--- src/rtl/ppl_arbiter_pkg.sv ---
// Shared pixel-pipeline definitions: field widths, frame-size helper and
// packed-bus slice helpers used by the render pipelines and the arbiter.
package ppl_arbiter_pkg;

    localparam int unsigned PIX_W   = 24;
    localparam int unsigned ADDR_W  = 20;
    localparam int unsigned MAX_REQ = 8;

    localparam int unsigned H_DISP_DEF = 1280;
    localparam int unsigned V_DISP_DEF = 720;

    typedef struct packed {
        logic [PIX_W-1:0]  data;
        logic [ADDR_W-1:0] addr;
    } pixel_t;

    // Pixels per frame, one bit wider than an address so the window
    // limit can be compared without overflow.
    function automatic logic [ADDR_W:0] frame_pixels(input int unsigned h,
                                                     input int unsigned v);
        return (ADDR_W+1)'(h * v);
    endfunction

    function automatic logic [PIX_W-1:0] pix_slice(input logic [PIX_W*MAX_REQ-1:0] bus,
                                                   input int unsigned idx);
        return bus[PIX_W*idx +: PIX_W];
    endfunction

    function automatic logic [ADDR_W-1:0] addr_slice(input logic [ADDR_W*MAX_REQ-1:0] bus,
                                                     input int unsigned idx);
        return bus[ADDR_W*idx +: ADDR_W];
    endfunction

endpackage

--- src/rtl/ppl_arbiter_rr_pick.sv ---
// Combinational round-robin picker: grants the first eligible index at or
// after the pointer, wrapping modulo N.
module rr_pick #(
    parameter int unsigned N = 4
) (
    input  logic [N-1:0]         eligible,
    input  logic [$clog2(N)-1:0] rr,
    output logic [N-1:0]         grant,
    output logic [$clog2(N)-1:0] idx,
    output logic                 any
);

    localparam int unsigned IW = $clog2(N);

    int unsigned cand;

    // Scan from the pointer upward, wrapping once, and keep the first hit.
    always_comb begin
        grant = '0;
        idx   = '0;
        any   = 1'b0;
        cand  = 0;
        for (int unsigned k = 0; k < N; k++) begin
            cand = 32'(rr) + k;
            if (cand >= N) cand = cand - N;
            if (!any && eligible[cand]) begin
                any         = 1'b1;
                grant[cand] = 1'b1;
                idx         = IW'(cand);
            end
        end
    end

endmodule

--- src/rtl/ppl_arbiter.sv ---
// Round-robin merge of NUM_REQ pixel streams into one registered stream,
// gated by a line window that tracks how far downstream has drained.
module ppl_arbiter
    import ppl_arbiter_pkg::*;
#(
    parameter int unsigned NUM_REQ     = 4,
    parameter int unsigned H_DISP      = H_DISP_DEF,
    parameter int unsigned V_DISP      = V_DISP_DEF,
    parameter int unsigned LINE_WINDOW = 2
) (
    input  logic                         PPL_clk,
    input  logic                         rst_n,
    input  logic [NUM_REQ-1:0]           req_valid,
    input  logic [PIX_W*NUM_REQ-1:0]     req_data,
    input  logic [ADDR_W*NUM_REQ-1:0]    req_addr,
    output logic [NUM_REQ-1:0]           req_ready,
    input  logic                         line_release,
    input  logic                         frame_start,
    output logic                         out_valid,
    output logic [PIX_W-1:0]             out_data,
    output logic [ADDR_W-1:0]            out_addr,
    output logic [$clog2(NUM_REQ)-1:0]   grant_idx,
    output logic                         frame_done,
    output logic                         addr_err
);

    localparam int unsigned     IDX_W = $clog2(NUM_REQ);
    localparam logic [ADDR_W:0] FRAME = frame_pixels(H_DISP, V_DISP);
    localparam logic [ADDR_W:0] LAST  = FRAME - (ADDR_W+1)'(1);
    localparam logic [ADDR_W:0] SPAN  = (ADDR_W+1)'(LINE_WINDOW * H_DISP);
    localparam logic [ADDR_W:0] LINE  = (ADDR_W+1)'(H_DISP);

    logic [ADDR_W-1:0]          base;
    logic [ADDR_W-1:0]          pix_cnt;
    logic [IDX_W-1:0]           rr;
    logic [ADDR_W:0]            base_span;
    logic [ADDR_W:0]            limit;
    logic [ADDR_W:0]            base_step;
    logic [ADDR_W-1:0]          base_next;
    logic [PIX_W*MAX_REQ-1:0]   data_bus;
    logic [ADDR_W*MAX_REQ-1:0]  addr_bus;
    pixel_t                     pix_in [NUM_REQ];
    logic [NUM_REQ-1:0]         eligible;
    logic [NUM_REQ-1:0]         late;
    logic [NUM_REQ-1:0]         grant;
    logic [IDX_W-1:0]           pick;
    logic                       any;
    logic                       accept;
    logic [IDX_W-1:0]           rr_next;
    pixel_t                     out_q;

    // Window bounds: limit and next base are saturated to the frame size.
    always_comb begin
        base_span = {1'b0, base} + SPAN;
        limit     = (base_span > FRAME) ? FRAME : base_span;
        base_step = {1'b0, base} + LINE;
        base_next = (base_step > FRAME) ? FRAME[ADDR_W-1:0] : base_step[ADDR_W-1:0];
    end

    // Unpack the requester buses and classify each pixel against the window.
    always_comb begin
        data_bus = '0;
        addr_bus = '0;
        data_bus[PIX_W*NUM_REQ-1:0]  = req_data;
        addr_bus[ADDR_W*NUM_REQ-1:0] = req_addr;
        eligible = '0;
        late     = '0;
        for (int unsigned i = 0; i < NUM_REQ; i++) begin
            pix_in[i].data = pix_slice(data_bus, i);
            pix_in[i].addr = addr_slice(addr_bus, i);
            eligible[i]    = req_valid[i] && ({1'b0, pix_in[i].addr} < limit);
            late[i]        = req_valid[i] && (pix_in[i].addr < base);
        end
    end

    rr_pick #(
        .N (NUM_REQ)
    ) u_pick (
        .eligible (eligible),
        .rr       (rr),
        .grant    (grant),
        .idx      (pick),
        .any      (any)
    );

    // Late pixels are still handshaked so the pipeline drains, but never emitted.
    always_comb begin
        req_ready = grant;
        accept    = any && !late[pick];
        rr_next   = (pick == IDX_W'(NUM_REQ - 1)) ? '0 : pick + IDX_W'(1);
    end

    // Window base, pixel counter, error flag and round-robin pointer.
    always_ff @(posedge PPL_clk or negedge rst_n) begin
        if (!rst_n) begin
            base     <= '0;
            pix_cnt  <= '0;
            addr_err <= 1'b0;
            rr       <= '0;
        end else begin
            if (any) rr <= rr_next;
            if (frame_start) begin
                base     <= '0;
                pix_cnt  <= '0;
                addr_err <= 1'b0;
            end else begin
                if (line_release) base <= base_next;
                if (any && late[pick]) addr_err <= 1'b1;
                if (accept) pix_cnt <= ({1'b0, pix_cnt} == LAST) ? '0 : pix_cnt + ADDR_W'(1);
            end
        end
    end

    // Output register: one-cycle valid per accepted pixel, end-of-frame pulse.
    always_ff @(posedge PPL_clk or negedge rst_n) begin
        if (!rst_n) begin
            out_valid  <= 1'b0;
            out_q      <= '0;
            grant_idx  <= '0;
            frame_done <= 1'b0;
        end else begin
            out_valid  <= accept;
            frame_done <= accept && ({1'b0, pix_cnt} == LAST);
            if (accept) begin
                out_q     <= pix_in[pick];
                grant_idx <= pick;
            end
        end
    end

    assign out_data = out_q.data;
    assign out_addr = out_q.addr;

endmodule

--- config.mk ---
export PLATFORM = sky130hd
export DESIGN_NAME = ppl_arbiter
export DESIGN_NICKNAME = d
export VERILOG_FILES = /design/src/rtl/ppl_arbiter_pkg.sv /design/src/rtl/ppl_arbiter_rr_pick.sv /design/src/rtl/ppl_arbiter.sv
export SDC_FILE = /design/constraint.sdc
export NUM_CORES = 1
export LEC_CHECK = 0
export CAP_MARGIN = 40
export CORE_MARGIN = 4
export CORE_UTILIZATION = 50
export DETAILED_ROUTE_END_ITERATION = 10
export PLACE_DENSITY_LB_ADDON = 0.05
export SLEW_MARGIN = 25
export SYNTH_ARGS = -nofsm -noshare
export SYNTH_HDL_FRONTEND = slang
export SYNTH_SLANG_ARGS = --single-unit
--- constraint.sdc ---
create_clock -name PPL_clk -period 14.13 [get_ports PPL_clk]
set_clock_uncertainty 0.2 [all_clocks]
set_input_delay 2.826 -clock PPL_clk [delete_from_list [all_inputs] [get_ports PPL_clk]]
set_output_delay 2.826 -clock PPL_clk [all_outputs]
set_load 0.02 [all_outputs]
==> results of run 1 <==
[cells in the mapped netlist (8+ instances only)]
library cell               number  area (um^2)
sky130_fd_sc_hd__mux2i_1      132         1320
sky130_fd_sc_hd__ha_1         112         1400
sky130_fd_sc_hd__dfrtp_1       83         2080
sky130_fd_sc_hd__o21ai_0       41          205
sky130_fd_sc_hd__mux2_4        40          601
sky130_fd_sc_hd__inv_1         39          146
sky130_fd_sc_hd__a21oi_1       34          170
sky130_fd_sc_hd__nor2_1        34          128
sky130_fd_sc_hd__nand2_1       28          105
sky130_fd_sc_hd__o21a_1        23          173
sky130_fd_sc_hd__clkbuf_1      20         75.1
sky130_fd_sc_hd__nand3_1       18         90.1
sky130_fd_sc_hd__nor3_1        17         85.1
sky130_fd_sc_hd__nor4_1        11         68.8
sky130_fd_sc_hd__o211ai_1      11         82.6
sky130_fd_sc_hd__o41ai_1       11         96.3
sky130_fd_sc_hd__a211o_1       10         87.6
sky130_fd_sc_hd__a211oi_1      10         75.1
sky130_fd_sc_hd__a22oi_1       10         75.1
sky130_fd_sc_hd__buf_4          9         67.6
sky130_fd_sc_hd__xnor2_1        9         78.8
sky130_fd_sc_hd__a21o_1         8         60.1
sky130_fd_sc_hd__nand4_1        8         50.1
sky130_fd_sc_hd__or2_2          8         50.1
[sequential cells by signal (all words and copies together), names as in the netlist]
signal	count
rr	2
out_addr	20
out_valid	1
addr_err	1
base	12
pix_cnt	20
grant_idx	2
frame_done	1
out_data	24
[report_power, final]
group | total [uW] | leakage, uW | switching [uW] | internal [uW]
logic | 1150 | 0.00347 | 567 | 581
registers | 372 | 0.00104 | 53.2 | 318
clock network | 238 | 0.000146 | 110 | 128
total | 1760 | 0.00466 | 731 | 1030
[metal layers]
| layer | track usage, % | vias to the layer above | part of all wire (%) |
|---|---|---|---|
| met3 | 5.63 | 25 | 5.7 |
| li1 | - | 3749 | - |
| met5 | 0 | - | 0 |
| met4 | 5.25 | 0 | 1.5 |
| met2 | 42.9 | 241 | 46 |
| met1 | 36.6 | 3678 | 46 |
[layout make-up]
type                       instances  area (um^2)  area share (%)
sequential                        83         2080            18.5
antenna                            1         2.50          0.0222
inverter                          40          153            1.36
tap                              220          275            2.45
clock buffer                      10          239            2.12
multi-input combinational        692         6010            53.4
timing repair buffer             244         2440            21.7
clock inverter                     6         55.1           0.489
[worst reg2reg max path: stages, from the launching register on]
cell,delay [ns]
sky130_fd_sc_hd__dfrtp_1,0.48
sky130_fd_sc_hd__and3_1,0.30
sky130_fd_sc_hd__o21ai_0,0.22
sky130_fd_sc_hd__nor4_1,0.49
sky130_fd_sc_hd__xnor2_1,0.11
sky130_fd_sc_hd__nor3_1,0.21
sky130_fd_sc_hd__o21ai_0,0.14
sky130_fd_sc_hd__o21a_1,0.14
sky130_fd_sc_hd__a21oi_1,0.39
sky130_fd_sc_hd__nor2_1,0.24
sky130_fd_sc_hd__ha_1,0.35
sky130_fd_sc_hd__a21oi_1,0.19
sky130_fd_sc_hd__o2111ai_1,0.14
sky130_fd_sc_hd__nor3_1,0.70
sky130_fd_sc_hd__nor2_1,0.20
sky130_fd_sc_hd__a2111oi_0,0.47
sky130_fd_sc_hd__a311o_2,0.52
sky130_fd_sc_hd__o31ai_4,0.17
sky130_fd_sc_hd__o2bb2ai_2,0.46
sky130_fd_sc_hd__nand2_2,0.33
sky130_fd_sc_hd__inv_4,0.35
sky130_fd_sc_hd__buf_16,0.30
sky130_fd_sc_hd__mux2_2,0.39
[through the flow]
| stage | hold slack, ns | area (um^2) | std cells |
|---|---|---|---|
| after floorplan | 0.232 | 8490 | 860 |
| after global placement | 0.250 | 10900 | 1276 |
| after detailed placement | 0.254 | 11000 | 1279 |
| after CTS | 0.268 | 11300 | 1295 |
| after global routing | 0.292 | 11300 | 1296 |
| final | 0.274 | 11300 | 1296 |
[path summary, 6_finish.rpt]
path	end	slack, ns	cells past startpoint
setup / recovery	req_ready[1]	4.50	11
hold / removal	pix_cnt[7]$_DFFE_PN0P_	0.27	1
setup reg to reg	out_data[8]$_DFFE_PN0P_	6.53	22
hold reg to reg	pix_cnt[7]$_DFFE_PN0P_	0.27	1
max in group asynchronous	out_data[2]$_DFFE_PN0P_	10.50	2
min in group asynchronous	base[8]$_DFFE_PN0P_	2.24	1
[cells by family after synthesis]
family                     synth area share, %
AOI/OAI and AO/OA                         19.0
buffers and inverters                     4.80
xor gates and xnor gates                  1.03
DFF                                       24.5
muxes                                     23.4
adders and majority gates                 16.5
and+or+nand+nor                           10.7
==> results.txt, run 1 <==
----------------------------------------------------
[Critical path]
  Startpoint of the lowest-slack register-to-register path ... base[14]$_DFFE_PN0P_
  Worst setup path start ... req_addr[18]
  Startpoint type of the worst setup path ... primary input
  Chain of cells forming the critical path ... clkdlybuf4s50_1 > ha_1 > a211oi_1 > o2111ai_1 > nor3_1 > nor2_1 > mux4_2 > nor2_1 > a22oi_1 > o21ai_0 > clkdlybuf4s50_1
  Crit path max-delay family ... buffers and inverters
  Critical path class ... in -> out
  Maximum single-stage delay on the critical path ... 0.70 ns
  Signal arrival time at the worst endpoint ... 6.60 ns
  Slowest stage cell, crit path ... sky130_fd_sc_hd__nor3_1
  Critical path endpoint category ... output pin
  Largest fanout on the critical path ... 7
  Bufs and invs on worst path ... 2
  Required time at the worst-slack endpoint ... 11.10 ns

[Synthesis]
  Post-synthesis async set-or-reset flop share ... 100%
  Ys flop type ... sky130_fd_sc_hd__dfrtp_1
  Proportion of synthesized chip area in sequential cells ... 24.5%
  Yosys warns ... 0
  Post-synthesis instance area ... 0.00849 mm^2
  Syn Nets ... 1,156
  Synthesized area per cell ... 9.87 um^2
  Number of storage elements in the synthesis netlist ... 83
  Number of enable-type register cells in the synthesized netlist ... 0
  Library cells used by synthesis ... 74
  Number of instances in the synthesized netlist ... 860

[STA]
  Ratio of final minimum period to clock period ... 68.1%
  Slew HR ... 45.1%
  Hold violation count in the final report ... 0
  Total Neg Setup Slack ... 0 ns
  Min Tclk post-route ... 9.63 ns
  Fin. max-slew vios ... 0
  Setup-violating endpoint count in the final report ... 0
  Final worst-path setup slack ... 4.50 ns
  Worst Tran Pin Value ... 0.817 ns
  Setup repair after global routing missed its margin ... false
  Highest clock rate ... 104 MHz

[Status]
  Outcome ... completed

[Clock tree]
  Clk Tree Root Cell ... sky130_fd_sc_hd__clkbuf_16
  Latest clock arrival within the worst-skew pair ... 0.36 ns
  Post-CTS repair timing setup buffer count ... 0
  Count of cells resized by post-cts repair ... 0
  TritonCTS Buffers ... 9
  Buffers from clock root to sink, at most ... 2
  Cts hold-fix bufs ... 0
  CTS tree ... built
  Register clock-pin slew on the reported worst setup and hold paths ... 0.07 ns
  Number of clock sinks seen by CTS ... 83
  Max H-tree Level ... 3

[Floorplan]
  Die Span X ... 138 um
  Area inside the core boundary ... 0.0166 mm^2
  Initial cell density of the core ... 51.2%
  Floorplan row count ... 47
  Die height ... 138 um
  DIE AREA ... 0.0191 mm^2
  Top-Level Pins ... 237

[Finish]
  Fraction of layout instances using a drive strength above 1 ... 8.56%
  Final core utilization ... 67.9%
  Area growth, synth to finish ... 32.6%
  Leading cell type in the layout, fill and taps excluded ... sky130_fd_sc_hd__clkdlybuf4s50_1
  Number of nets at the end of the flow ... 1,366
  Highest-count cells in the layout ignoring fill and taps ... sky130_fd_sc_hd__clkdlybuf4s50_1 (235), sky130_fd_sc_hd__mux2i_1 (132), sky130_fd_sc_hd__ha_1 (112), sky130_fd_sc_hd__dfrtp_1 (83), sky130_fd_sc_hd__o21ai_0 (41)
  Fill cells ... 1,379

[Route]
  Post-Route WL ... 25,600 um
  Total number of vias ... 7,693
  Via density per instance ... 5.94
  DR iter-0 viols ... 403
  Avg WL per Cell ... 19.7 um
  Remaining design rule violation count ... 0
  Number of nets with antenna violations after routing ... 0
  1st-pass router iterations ... 5

[Global route]
  All-Layer GR Usage ... 26.4%
  Total gr overflow ... 0
  Global-route wire length before repair ... 41,600 um
  Number of antenna violations at the first check in global routing ... 1
  Maximum number of pins on one net before global-route repair ... 49
  Number of global-route vias before repair ... 7,513

[Place]
  Post-place setup slack ... 4.54 ns
  GPL Wtd Cong ... 0.909
  PortBufs ... 236
  Post-DP HPWL ... 20,500 um

[Power and ir drop]
  Worst-case vdd ir drop ... 0.0891 mV
  Leakage power ... 0.00466 uW
  Total power draw ... 1760 uW
  Cell Pwr Density ... 156 mW/mm^2

[Job]
  Max-capacitance violation count ... 0

[Worst hold path]
  Hold path startpoint ... pix_cnt[7]$_DFFE_PN0P_
  Type of the worst min-delay path ... reg -> reg

----------------------------------------------------
No activity file was read; power rests on OpenSTA's default activity.
==> inputs of run 2 (changes only) <==
Settings changed: CORE_UTILIZATION 50 to 45.
Clock period 14.13 ns to 8.55 ns, I/O delays scaled along.
==> run 2 against run 1 <==
Against the previous run:
- register-to-register slack worse by 5.2 ns
- non-clock buffer count is 1 higher
- count of clock-buffer cells in the layout stayed put
- total power is 66% higher
- combinational power is 66% higher
- wire length is 3.9% higher
- critical path type is now reg -> out
- highest routed layer unchanged
==> results.txt, run 2 (synthesized netlist as in run 1, its figures left out) <==
----------------------------------------------------
[Status]
  Outcome ... completed (unchanged)

[STA]
  Min Tclk post-route ... 7.95 ns
  Total Neg Setup Slack ... 0 ns (unchanged)
  Worst Tran Pin Value ... 0.856 ns (was 0.817 ns)
  Hold violation count in the final report ... 0 (unchanged)
  Setup-violating endpoint count in the final report ... 0 (unchanged)
  Slew HR ... 42.9% (was 45.1%)
  Highest clock rate ... 126 MHz
  Fin. max-slew vios ... 0 (unchanged)
  Setup repair after global routing missed its margin ... false (unchanged)
  Final worst-path setup slack ... 0.601 ns (was 4.50 ns)
  Ratio of final minimum period to clock period ... 93.0%

[Global route]
  Global-route met1 utilization ... 33.7% (was 36.6%)
  Global-route wire length before repair ... 42,600 um (was 41,600 um)
  Met3 demand-to-capacity share in global routing ... 5.48% (was 5.63%)
  Met2 capacity usage during global routing ... 40.6% (was 42.9%)
  Global-route layer with the greatest usage ... met2 (unchanged)
  Number of antenna violations at the first check in global routing ... 1 (unchanged)
  Number of global-route vias before repair ... 7,543 (was 7,513)
  Maximum number of pins on one net before global-route repair ... 69 (was 49)
  Total gr overflow ... 0 (unchanged)
  All-Layer GR Usage ... 24.7% (was 26.4%)

[Finish]
  Fraction of layout instances using a drive strength above 1 ... 8.92% (was 8.56%)
  Antenna diode count ... 0 (was 1)
  Highest-count cells in the layout ignoring fill and taps ... sky130_fd_sc_hd__clkdlybuf4s50_1 (235), sky130_fd_sc_hd__mux2i_1 (132), sky130_fd_sc_hd__ha_1 (112), sky130_fd_sc_hd__dfrtp_1 (83), sky130_fd_sc_hd__o21ai_0 (41) (unchanged)
  Area growth, synth to finish ... 33.0% (was 32.6%)
  Fill cells ... 1,592 (was 1,379)
  Final cell area excluding filler cells ... 0.0113 mm^2 (about the same)
  Footprint of the multi-input gates ... 0.00603 mm^2 (was 0.00601 mm^2)
  Number of nets at the end of the flow ... 1,367 (was 1,366)
  Filler-free cell count of the finished design ... 1,305 (was 1,296)
  Leading cell type in the layout, fill and taps excluded ... sky130_fd_sc_hd__clkdlybuf4s50_1 (unchanged)
  Largest register FFs ... 24 (unchanged)
  Register area ... 0.00208 mm^2 (unchanged)

[Floorplan]
  Initial cell density of the core ... 46.5% (was 51.2%)
  Top-Level Pins ... 237 (unchanged)
  Die Span X ... 145 um (was 138 um)
  DIE AREA ... 0.0211 mm^2 (was 0.0191 mm^2)
  Die height ... 145 um (was 138 um)
  Area inside the core boundary ... 0.0183 mm^2 (was 0.0166 mm^2)
  Floorplan row count ... 49 (was 47)

[Power and ir drop]
  Share of total power in sequential cells ... 21.2% (was 21.1%)
  Total power draw ... 2910 uW (was 1760 uW)
  Part of the total power dissipated in combinational logic ... 65.6% (was 65.3%)
  Worst-case vdd ir drop ... 0.141 mV (was 0.0891 mV)
  Psw ... 1220 uW (was 731 uW)
  Cell-internal power ... 1700 uW (was 1030 uW)
  Switching part of the total ... 41.7% (was 41.6%)
  Leakage power ... 0.00466 uW (about the same)
  Cell Pwr Density ... 258 mW/mm^2 (was 156 mW/mm^2)
  Clk network pwr share ... 13.3% (was 13.5%)

[Worst hold path]
  Type of the worst min-delay path ... reg -> reg (unchanged)
  Worst Hold Path Cells ... 1 (unchanged)
  Hold path startpoint ... pix_cnt[7]$_DFFE_PN0P_ (unchanged)
  Worst Hold Path EP ... pix_cnt[7]$_DFFE_PN0P_ (unchanged)

[Place]
  Post-place setup slack ... 0.800 ns (was 4.54 ns)
  Post-DP HPWL ... 21,100 um (was 20,500 um)
  PortBufs ... 236 (unchanged)
  # placed instances ... 1,288 (was 1,279)
  Post-Place Cell Area ... 0.0110 mm^2 (about the same)
  GPL Wtd Cong ... 0.902 (was 0.909)

[Critical path]
  Required time at the worst-slack endpoint ... 6.64 ns (was 11.10 ns)
  Signal arrival time at the worst endpoint ... 6.04 ns (was 6.60 ns)
  Critical path class ... reg -> out (was in -> out)
  Number of cells on the worst reg-to-reg path ... 23 (was 22)
  Critical register-to-register path endpoint ... out_addr[4]$_DFFE_PN0P_ (was out_data[8]$_DFFE_PN0P_)
  Startpoint of the lowest-slack register-to-register path ... base[14]$_DFFE_PN0P_ (unchanged)
  Minimum setup slack among reg-to-reg paths ... 1.36 ns (was 6.53 ns)
  Largest fanout on the critical path ... 9 (was 7)
  Critical path endpoint category ... output pin (unchanged)
  Startpoint type of the worst setup path ... flip-flop (was primary input)

[Route]
  Total number of vias ... 7,716 (was 7,693)
  1st-pass router iterations ... 5 (unchanged)
  Avg WL per Cell ... 20.4 um (was 19.7 um)
  DR iter-0 viols ... 365 (was 403)
  Remaining design rule violation count ... 0 (unchanged)
  Via density per instance ... 5.91 (was 5.94)
  Number of nets with antenna violations after routing ... 0 (unchanged)
  Post-Route WL ... 26,600 um (was 25,600 um)

[Clock tree]
  CTS tree ... built (unchanged)
  Max H-tree Level ... 3 (unchanged)
  Clk Tree Root Cell ... sky130_fd_sc_hd__clkbuf_16 (unchanged)
  Latest clock arrival within the worst-skew pair ... 0.35 ns (was 0.36 ns)
  Number of clock sinks seen by CTS ... 83 (unchanged)
  Buffers from clock root to sink, at most ... 2 (unchanged)
  Register clock-pin slew on the reported worst setup and hold paths ... 0.07 ns (about the same)
  Cts hold-fix bufs ... 0 (unchanged)
  TritonCTS Buffers ... 9 (unchanged)

[Job]
  Max-capacitance violation count ... 0 (unchanged)

----------------------------------------------------
## run 2: power groups by stage
stage	clock network (uW)	logic [uW]	registers, uW
finish	386	1910	616
global route	417	2040	638
CTS	397	1910	618
detailed placement	0	1900	623
global placement	0	1890	620
floorplan	0	1180	748
## run 2: how the worst max path moves through the flow
stage | startpoint | endpoint | slack, ns | cells past startpoint
final | base[14]$_DFFE_PN0P_ | req_ready[2] | 0.60 | 19
after global routing | base[14]$_DFFE_PN0P_ | req_ready[0] | 0.13 | 19
after CTS | base[14]$_DFFE_PN0P_ | req_ready[2] | 0.41 | 19
after detailed placement | base[14]$_DFFE_PN0P_ | req_ready[2] | 0.80 | 19
after global placement | base[14]$_DFFE_PN0P_ | req_ready[2] | 0.98 | 19
after floorplan | base[12]$_DFFE_PN0P_ | req_ready[0] | 1.92 | 19
## run 2: timing repair
item / 4_1_cts / 5_1_grt
buffers inserted: 0 / 0
gates resized for setup: 0 / 4
endpoints found under the setup margin: 0 / 4
endpoints found under the hold margin: 0 / 0
## run 2: final cells by class
cell class / count / share of cell area (%)
multi-input combinational: 692 / 53.4
timing repair buffer: 245 / 21.8
sequential: 83 / 18.4
tap: 229 / 2.54
clock buffer: 10 / 2.12
inverter: 40 / 1.35
clock inverter: 6 / 0.432
## run 2: layer usage
metal	wire, um	part of all wire [%]
met4	376	1.4
met2	12300	46
met3	1780	6.7
met1	12100	45
met5	0	0
## run 2: worst max-delay path: stages, from the launching register on
cell and delay [ns]:
sky130_fd_sc_hd__dfrtp_1 0.48, sky130_fd_sc_hd__and3_1 0.28, sky130_fd_sc_hd__o21ai_0 0.23, sky130_fd_sc_hd__nor4_1 0.49
sky130_fd_sc_hd__xnor2_1 0.11, sky130_fd_sc_hd__nor3_1 0.22, sky130_fd_sc_hd__o21ai_0 0.13, sky130_fd_sc_hd__o21a_1 0.15
sky130_fd_sc_hd__a21oi_2 0.29, sky130_fd_sc_hd__nand2b_1 0.26, sky130_fd_sc_hd__ha_1 0.29, sky130_fd_sc_hd__and4_1 0.23
sky130_fd_sc_hd__a221oi_1 0.30, sky130_fd_sc_hd__o211ai_1 0.25, sky130_fd_sc_hd__and2_1 0.26, sky130_fd_sc_hd__mux4_2 0.46
sky130_fd_sc_hd__nor2_1 0.28, sky130_fd_sc_hd__a22oi_1 0.10, sky130_fd_sc_hd__o21ai_0 0.21, sky130_fd_sc_hd__clkdlybuf4s50_1 0.64
## run 2: per-stage QoR
stage	utilization [%]	hold WS (ns)
final	61.8	0.257
after global routing	61.8	0.297
after global placement	60.0	0.259
after CTS	61.6	0.262
after floorplan	-	0.232
after detailed placement	60.1	0.253
